--- src/rtl/tff_toggle_monitor.sv ---
// rtl/tff_toggle_monitor.sv - toggle counter with threshold report handshake; optional TOGGLE_SYNC_EN input synchronizer
module tff_toggle_monitor #(
  parameter int CNT_W = 8
) (
  input  logic             clk,
  input  logic             clr_n,
  input  logic             t_in,
  input  logic             en,
  input  logic [CNT_W-1:0] thresh,
  output logic [CNT_W-1:0] cnt,
  output logic             rpt_valid,
  input  logic             rpt_ready,
  output logic [CNT_W-1:0] rpt_count,
  output logic             ovf,
  output logic             busy
);

  localparam logic [1:0] ST_IDLE  = 2'd0;
  localparam logic [1:0] ST_COUNT = 2'd1;
  localparam logic [1:0] ST_HOLD  = 2'd2;

  logic             t_src;
  logic             t_s_q;
  logic             t_q_q;
  logic             tog;
  logic [1:0]       state_q, state_d;
  logic [CNT_W-1:0] cnt_q, cnt_d;
  logic [CNT_W-1:0] rpt_count_q, rpt_count_d;
  logic             rpt_valid_q, rpt_valid_d;
  logic             ovf_q, ovf_d;
  logic [CNT_W-1:0] cnt_inc;
  logic             hit;
  logic             accept;

`ifdef TOGGLE_SYNC_EN
  // t_in comes from an unrelated clock domain: two flops before the sample stage
  logic sync1_q;
  logic sync2_q;

  always_ff @(posedge clk or negedge clr_n) begin
    if (!clr_n) begin
      sync1_q <= 1'b0;
      sync2_q <= 1'b0;
    end else begin
      sync1_q <= t_in;
      sync2_q <= sync1_q;
    end
  end

  assign t_src = sync2_q;
`else
  assign t_src = t_in;
`endif

  // t_q follows t_s in every state so enabling never sees a stale edge
  always_ff @(posedge clk or negedge clr_n) begin
    if (!clr_n) begin
      t_s_q <= 1'b0;
      t_q_q <= 1'b0;
    end else begin
      t_s_q <= t_src;
      t_q_q <= t_s_q;
    end
  end

  assign tog     = t_s_q ^ t_q_q;
  assign cnt_inc = cnt_q + {{(CNT_W-1){1'b0}}, 1'b1};
  assign hit     = tog && (thresh != '0) && (cnt_inc == thresh);
  assign accept  = rpt_valid_q && rpt_ready;

  always_comb begin
    state_d     = state_q;
    cnt_d       = cnt_q;
    rpt_count_d = rpt_count_q;
    rpt_valid_d = rpt_valid_q;
    ovf_d       = ovf_q;
    case (state_q)
      ST_IDLE: begin
        cnt_d       = '0;
        rpt_valid_d = 1'b0;
        ovf_d       = 1'b0;
        if (en) state_d = ST_COUNT;
      end
      ST_COUNT, ST_HOLD: begin
        if (!en) begin
          state_d     = ST_IDLE;
          cnt_d       = '0;
          rpt_valid_d = 1'b0;
          ovf_d       = 1'b0;
        end else if (hit) begin
          cnt_d = '0;
          // a new report can only be loaded when the slot is empty or being accepted now
          if ((state_q == ST_COUNT) || accept) begin
            rpt_count_d = thresh;
            rpt_valid_d = 1'b1;
            state_d     = ST_HOLD;
          end else begin
            ovf_d = 1'b1;
          end
        end else begin
          if (tog) cnt_d = cnt_inc;
          if ((state_q == ST_HOLD) && accept) begin
            rpt_valid_d = 1'b0;
            state_d     = ST_COUNT;
          end
        end
      end
      default: begin
        state_d     = ST_IDLE;
        cnt_d       = '0;
        rpt_valid_d = 1'b0;
        ovf_d       = 1'b0;
      end
    endcase
  end

  always_ff @(posedge clk or negedge clr_n) begin
    if (!clr_n) begin
      state_q     <= ST_IDLE;
      cnt_q       <= '0;
      rpt_count_q <= '0;
      rpt_valid_q <= 1'b0;
      ovf_q       <= 1'b0;
    end else begin
      state_q     <= state_d;
      cnt_q       <= cnt_d;
      rpt_count_q <= rpt_count_d;
      rpt_valid_q <= rpt_valid_d;
      ovf_q       <= ovf_d;
    end
  end

  assign cnt       = cnt_q;
  assign rpt_valid = rpt_valid_q;
  assign rpt_count = rpt_count_q;
  assign ovf       = ovf_q;
  assign busy      = (state_q != ST_IDLE);

endmodule

--- config.mk ---
export PLATFORM = sky130hd
export DESIGN_NAME = tff_toggle_monitor
export DESIGN_NICKNAME = d
export VERILOG_FILES = /design/src/rtl/tff_toggle_monitor.sv
export SDC_FILE = /design/constraint.sdc
export NUM_CORES = 1
export LEC_CHECK = 0
export ABC_AREA = 1
export CORE_UTILIZATION = 55
export CTS_BUF_LIST = sky130_fd_sc_hd__clkbuf_4
export DETAILED_ROUTE_END_ITERATION = 6
export HOLD_SLACK_MARGIN = 0.08
export PLACE_DENSITY = 0.86
export SLEW_MARGIN = 5
export SYNTH_ARGS = -nofsm -noshare
export SYNTH_HDL_FRONTEND = slang
export SYNTH_SLANG_ARGS = --single-unit
--- constraint.sdc ---
create_clock -name clk -period 3.66 [get_ports clk]
set_input_delay 0.549 -clock clk [delete_from_list [all_inputs] [get_ports clk]]
set_output_delay 0.549 -clock clk [all_outputs]
set_load 0.02 [all_outputs]
==> flow_summary.ini, run 1 <==
[run_status]
status = complete, no violations

[synthesis]
syn_avg_cell_area_um2 = 7.319
ys_ff_latch = 22
synth_cell_type_count = 23
synth_nets = 204
synthesis.instances = 186
syn_area_um2 = 1361
yosysWarnings = 0
ys_seq_area_share_pct = 40.44

[cells_and_area]
layout-drive-gt1-share_pct = 9.589
final_area_um2 = 1740
final_cells = 247
nets = 238
area_delta_synth_final_pct = 27.85
post-route-util_pct = 76.47
diodes = 0

[worst_setup_path]
cp-endpoint = busy
worst-r2r-cell-count = 12
endpoint_kind = output pin
startpoint_type = register
cp-startpoint = state_q[0]$_DFFE_PN0P_
required_ns = 3.11
critPathMaxFanout = 4
worstReg2RegEnd = rpt_count[7]$_DFFE_PN0P_
cp.arrival_ns = 1.74
rr_startpoint = cnt[0]$_DFFE_PN0P_
rrSetupSlack_ns = 1.54
critPathKind = reg2out

[floorplan]
fp.dieArea_um2 = 2678
rows = 17
die_h_um = 51.75
die_x_um = 51.75
core-area_um2 = 2276
initial_core_util_pct = 59.81
ios = 32

[power_and_ir_drop]
peakVddDrop_v = 0.0003562
p_leak_uw = 0.0008747
power_uw = 626.2
p_per_area_nw_per_um2 = 359.8

[clocking]
cts_hold_buffers = 0
cts_setup_buffers = 0
cts_root_buf = clkbuf_4
cts_tree = built
clock_sinks = 22
post_cts_resized = 0
clockBufferDepth = 2
cts.clk_slew.worst_paths_ns = 0.13
clkLatencyLatePin_ns = 0.32
numCtsBuffers = 3
htreeDepth = 1

[grt]
met1_usage_pct = 33.77
grt.met3_usage_pct = 4.386
grt_pass1_vias = 1272
gr-usage-met2_pct = 44.59
grt_busiest_layer = met2
grt_max_degree = 23
grt_use_total_pct = 26.80
grt_pass1_wl_mm = 5.306
grt_overflow = 0
antenna_found_initial = 0

[placement]
port_buffers = 31
gp_congestion = 0.9026
hpwl_mm = 2.320
dp.cells = 243
place_area_um2 = 1688

[route]
wl_mm = 3.029
postRouteAntennaNets = 0
first_pass_iters = 4
drt_iter0_markers = 44
drcViolationCount = 0
wl_per_cell_um = 12.26
vias = 1315
avgViaCountPerCell = 5.324

[sta]
max_slew.worst_pin.slew_ns = 0.9752
period_share_pct = 62.61
rsz0062_at_grt = no
final.min_clock_period_ns = 2.292
finalSetupViolCount = 0
max_slew_margin_pct = 34.79
skew_ns = 0.008499
hold_violations = 0
setup_tns_ns = 0
slew_violations = 0
fmaxAchievable_mhz = 436.4

[hold_path]
worstHoldPathType = reg2reg

[run]
cap_viol_max_count = 0
[cell usage in the layout (no fill, tap or decap), drive strengths merged]
master,n
xnor2,2
nand2,66
nand3,23
nor2,18
inv,23
o21bai,2
clkinv,1
clkbuf,3
bufinv,1
a21oi,10
or2,1
dfrtp,22
ha,5
o21ai,7
a31oi,1
clkdlybuf4s50,31
nand4,3
[state kept, by name, indices dropped and copies added, names as in the netlist]
name / count
cnt: 8
ovf: 1
t_q_q: 1
rpt_valid: 1
rpt_count: 8
t_s_q: 1
state_q: 2
[synth_stat cells]
cell	n	area [um2]
o21bai_2	2	22.52
nand4_1	3	18.77
dfrtp_1	22	550.5
o21ai_2	6	52.55
clkinv_1	1	3.750
inv_1	22	82.58
ha_1	5	62.56
buf_6	1	11.26
nand2_4	1	11.26
o21ai_0	1	5.000
nand3_1	22	110.1
nand2_2	2	12.51
a31oi_1	1	6.260
nand3_2	1	10.01
inv_2	1	3.750
nor2_1	15	56.30
or2_2	1	6.260
xnor2_1	2	17.52
nand2_1	63	236.5
nor2_4	1	11.26
a21oi_1	10	50.05
buf_4	1	7.510
nor2_2	2	12.51
[layout make-up]
cell class | count | area, um2
clock inverters | 1 | 30.03
flip-flops and latches | 22 | 550.5
multi-input cells | 138 | 701.9
fillers | 175 | 535.5
inverters | 24 | 90.09
repair buffers | 31 | 310.3
clock buffers | 3 | 22.52
well taps | 28 | 35.03
[cells by family (layout without fill, tap and decap cells)]
group           after synthesis  count (layout)  synth area share (%)
simple gates                111             111                 35.66
xor+xnor                      2               2                 1.287
buf+inv                      26              59                 7.996
fa+ha+maj                     5               5                 4.596
flops                        22              22                 40.44
compound gates               20              20                 10.02
[metal layers]
metal	wire (um)	part of all wire, %
met1	1251	41
met2	1445	48
met3	249	8.2
met4	82	2.7
met5	0	0
[per-stage QoR]
step | hold WS (ns) | worst slack [ns]
finish | 0.4242 | 1.368
global route | 0.4423 | 1.284
CTS | 0.4255 | 1.376
detailed placement | 0.3970 | 1.388
global placement | 0.3831 | 1.475
floorplan | 0.2534 | 1.670
[where the power goes]
group	internal, uW	switching [uW]	total (uW)
logic	67.1	105	172
registers	254	13.2	267
clock network	111	75.9	187
[critical path: stages (launching register included)]
cell	delay (ns)
dfrtp_1	0.42
inv_1	0.08
ha_1	0.23
inv_1	0.09
clkdlybuf4s50_1	0.61
[worst min-delay path by stage]
stage / from / end / slack [ns] / depth (start not counted)
3_5_place_dp: t_s_q$_DFF_PN0_ / t_q_q$_DFF_PN0_ / 0.40 / 0
5_1_grt: t_s_q$_DFF_PN0_ / t_q_q$_DFF_PN0_ / 0.44 / 0
2_1_floorplan: clr_n / cnt[0]$_DFFE_PN0P_ / 0.25 / 0
6_report: t_s_q$_DFF_PN0_ / t_q_q$_DFF_PN0_ / 0.42 / 0
3_3_place_gp: t_s_q$_DFF_PN0_ / t_q_q$_DFF_PN0_ / 0.38 / 0
4_1_cts: t_s_q$_DFF_PN0_ / t_q_q$_DFF_PN0_ / 0.43 / 0
Power figures use the tool's default switching activity.
==> inputs of run 2 (changes only) <==
--- a/config.mk
+++ b/config.mk
@@ -6,11 +6,11 @@
 export NUM_CORES = 1
 export LEC_CHECK = 0
 export ABC_AREA = 1
-export CORE_UTILIZATION = 55
+export CORE_UTILIZATION = 46
 export CTS_BUF_LIST = sky130_fd_sc_hd__clkbuf_4
 export DETAILED_ROUTE_END_ITERATION = 6
 export HOLD_SLACK_MARGIN = 0.08
-export PLACE_DENSITY = 0.86
+export PLACE_DENSITY = 0.77
 export SLEW_MARGIN = 5
 export SYNTH_ARGS = -nofsm -noshare
 export SYNTH_HDL_FRONTEND = slang
==> constraint.sdc (replaced) <==
create_clock -name clk -period 2.1 [get_ports clk]
set_input_delay 0.315 -clock clk [delete_from_list [all_inputs] [get_ports clk]]
set_output_delay 0.315 -clock clk [all_outputs]
set_load 0.02 [all_outputs]
==> flow_summary.ini, run 2 (synthesized netlist as in run 1, its figures left out) <==
[run_status]
status = complete, no violations

[cells_and_area]
layout-drive-gt1-share_pct = 11.66
regArea_um2 = 550.5
nFillCells = 275
multi_input_area_um2 = 704.4
nets = 243
final_common_cell = nand2_1
final_area_um2 = 1754
diodes = 0
area_delta_synth_final_pct = 28.86
final_cell_mix = 63 x nand2_1, 31 x clkdlybuf4s50_1, 22 x inv_1, 22 x nand3_1, 22 x dfrtp_1

[floorplan]
die_x_um = 56.40
fp.dieArea_um2 = 3181
rows = 19
ios = 32
die_h_um = 56.40
core-area_um2 = 2781
initial_core_util_pct = 48.94

[route]
postRouteAntennaNets = 0
avgViaCountPerCell = 5.122
wl_per_cell_um = 11.76
vias = 1301
drt_iter0_markers = 33
wl_mm = 2.986
first_pass_iters = 4
drcViolationCount = 0

[sta]
period_share_pct = 96.95
skew_ns = 0.002267
max_slew_margin_pct = 77.29
slew_violations = 0
fmaxAchievable_mhz = 491.2
finalSetupViolCount = 0
hold_ws_ns = 0.3391
max_slew.worst_pin.slew_ns = 0.3395
hold_violations = 0
setup_tns_ns = 0
final.min_clock_period_ns = 2.036

[worst_setup_path]
rr_startpoint = cnt[1]$_DFFE_PN0P_
rrSetupSlack_ns = 0.19
required_ns = 1.78
critical_path_buf_inv_count = 3
endpoint_kind = output pin
cp_common_cell = inv_1
worst-r2r-cell-count = 11
crit_family = buffers and inverters
critical_path.slowest_cell = clkdlybuf4s50_1
crit_chain = inv_1 > ha_1 > inv_1 > clkdlybuf4s50_1
critPathKind = reg2out
startpoint_type = register
critPathMaxFanout = 4
cp.arrival_ns = 1.72
slowest_delay_ns = 0.60
worstReg2RegEnd = rpt_count[6]$_DFFE_PN0P_

[hold_path]
worstHoldPathType = in2async

[power_and_ir_drop]
pwr-share-comb_pct = 34.8
sw_frac_of_total_pct = 33.77
power_switching_uw = 335.4
p_leak_uw = 0.0008828
power_frac_seq_pct = 46.1
p_per_area_nw_per_um2 = 566.0
internal_power_uw = 657.6
clkPwrFrac_pct = 19.0
power_uw = 992.9
peakVddDrop_v = 0.0005933

[grt]
grt_max_degree = 23
antenna_found_initial = 0
grt_busiest_layer = met2
grt_overflow = 0
grt.met3_usage_pct = 2.074
met1_usage_pct = 26.38
gr-usage-met2_pct = 34.52
grt_pass1_wl_mm = 5.112
grt_use_total_pct = 20.19
grt_pass1_vias = 1208

[clocking]
clkLatencyLatePin_ns = 0.30
htreeDepth = 1
cts_tree = built
cts.clk_slew.worst_paths_ns = 0.12
numCtsBuffers = 3
clockBufferDepth = 2
clock_sinks = 22
cts_root_buf = clkbuf_4
cts_hold_buffers = 0

[run]
cap_viol_max_count = 0

[placement]
hpwl_mm = 2.353
port_buffers = 31
place_area_um2 = 1707
gp_congestion = 0.8951
==> run 2: cell types whose count changed in the layout (fill, tap and decap cells not counted) <==
cell	before	now
buf_4	0	5
bufinv_16	1	0
ha_1	5	4
ha_2	0	1
==> run 2: final cells by class <==
cell class	instances	share of cell area, %
Multi-Input combinational cell	138	40.16
Inverter	24	5.136
Timing Repair Buffer	36	19.83
Clock buffer	3	1.284
Tap cell	31	2.211
Sequential cell	22	31.38
==> run 2: worst reg2reg max path, cell delays in order (launching register included) <==
cell	delay (ns)
dfrtp_1	0.43
ha_2	0.35
xnor2_1	0.12
nand3_1	0.10
nor2_1	0.10
nand3_1	0.09
nor2_2	0.11
nand3_2	0.11
inv_2	0.11
nand2_4	0.13
nand2_1	0.11
o21ai_2	0.05
==> run 2: per-layer routing <==
metal,up-vias,routed length (um)
met5,-,0
met4,0,43
met3,5,129
met2,35,1513
met1,598,1300
li1,663,-
==> run 2: stage by stage <==
step / setup slack (ns) / std cells / util (%)
finish: 0.06405 / 254 / 63.07
global route: -0.01710 / 254 / 63.07
CTS: 0.06873 / 251 / 62.17
detailed placement: 0.05613 / 248 / 61.36
global placement: 0.1446 / 248 / 61.36
floorplan: 0.1099 / 186 / -
==> run 2: power groups by stage <==
stage | Combinational (uW) | Clock, uW | Sequential [uW]
floorplan | 176 | 0 | 478
global placement | 297 | 0 | 468
detailed placement | 303 | 0 | 469
CTS | 304 | 196 | 461
global route | 383 | 211 | 460
finish | 346 | 189 | 458
==> run 2: how the worst max path moves through the flow <==
stage | startpoint | endpoint | slack, ns | cells past startpoint
floorplan | cnt[0]$_DFFE_PN0P_ | rpt_count[5]$_DFFE_PN0P_ | 0.11 | 13
global placement | thresh[0] | rpt_count[7]$_DFFE_PN0P_ | 0.14 | 12
detailed placement | thresh[0] | rpt_count[6]$_DFFE_PN0P_ | 0.06 | 12
CTS | state_q[0]$_DFFE_PN0P_ | busy | 0.07 | 4
global route | state_q[1]$_DFFE_PN0P_ | busy | -0.02 | 4
finish | state_q[1]$_DFFE_PN0P_ | busy | 0.06 | 4
==> run 2: what timing repair did <==
action,4_1_cts,5_1_grt
resized for setup,0,1
setup buffers,0,3
setup endpoints to repair,0,10
hold endpoints to repair,0,0
==> inputs of run 3 (changes only) <==
--- a/config.mk
+++ b/config.mk
@@ -9,6 +9,7 @@
 export CORE_UTILIZATION = 46
 export CTS_BUF_LIST = sky130_fd_sc_hd__clkbuf_4
 export DETAILED_ROUTE_END_ITERATION = 6
+export GPL_ROUTABILITY_DRIVEN = 0
 export HOLD_SLACK_MARGIN = 0.08
 export PLACE_DENSITY = 0.77
 export SLEW_MARGIN = 5
==> results of run 3 <==
Final layout, timing and power as in run 2 (identical DEF).
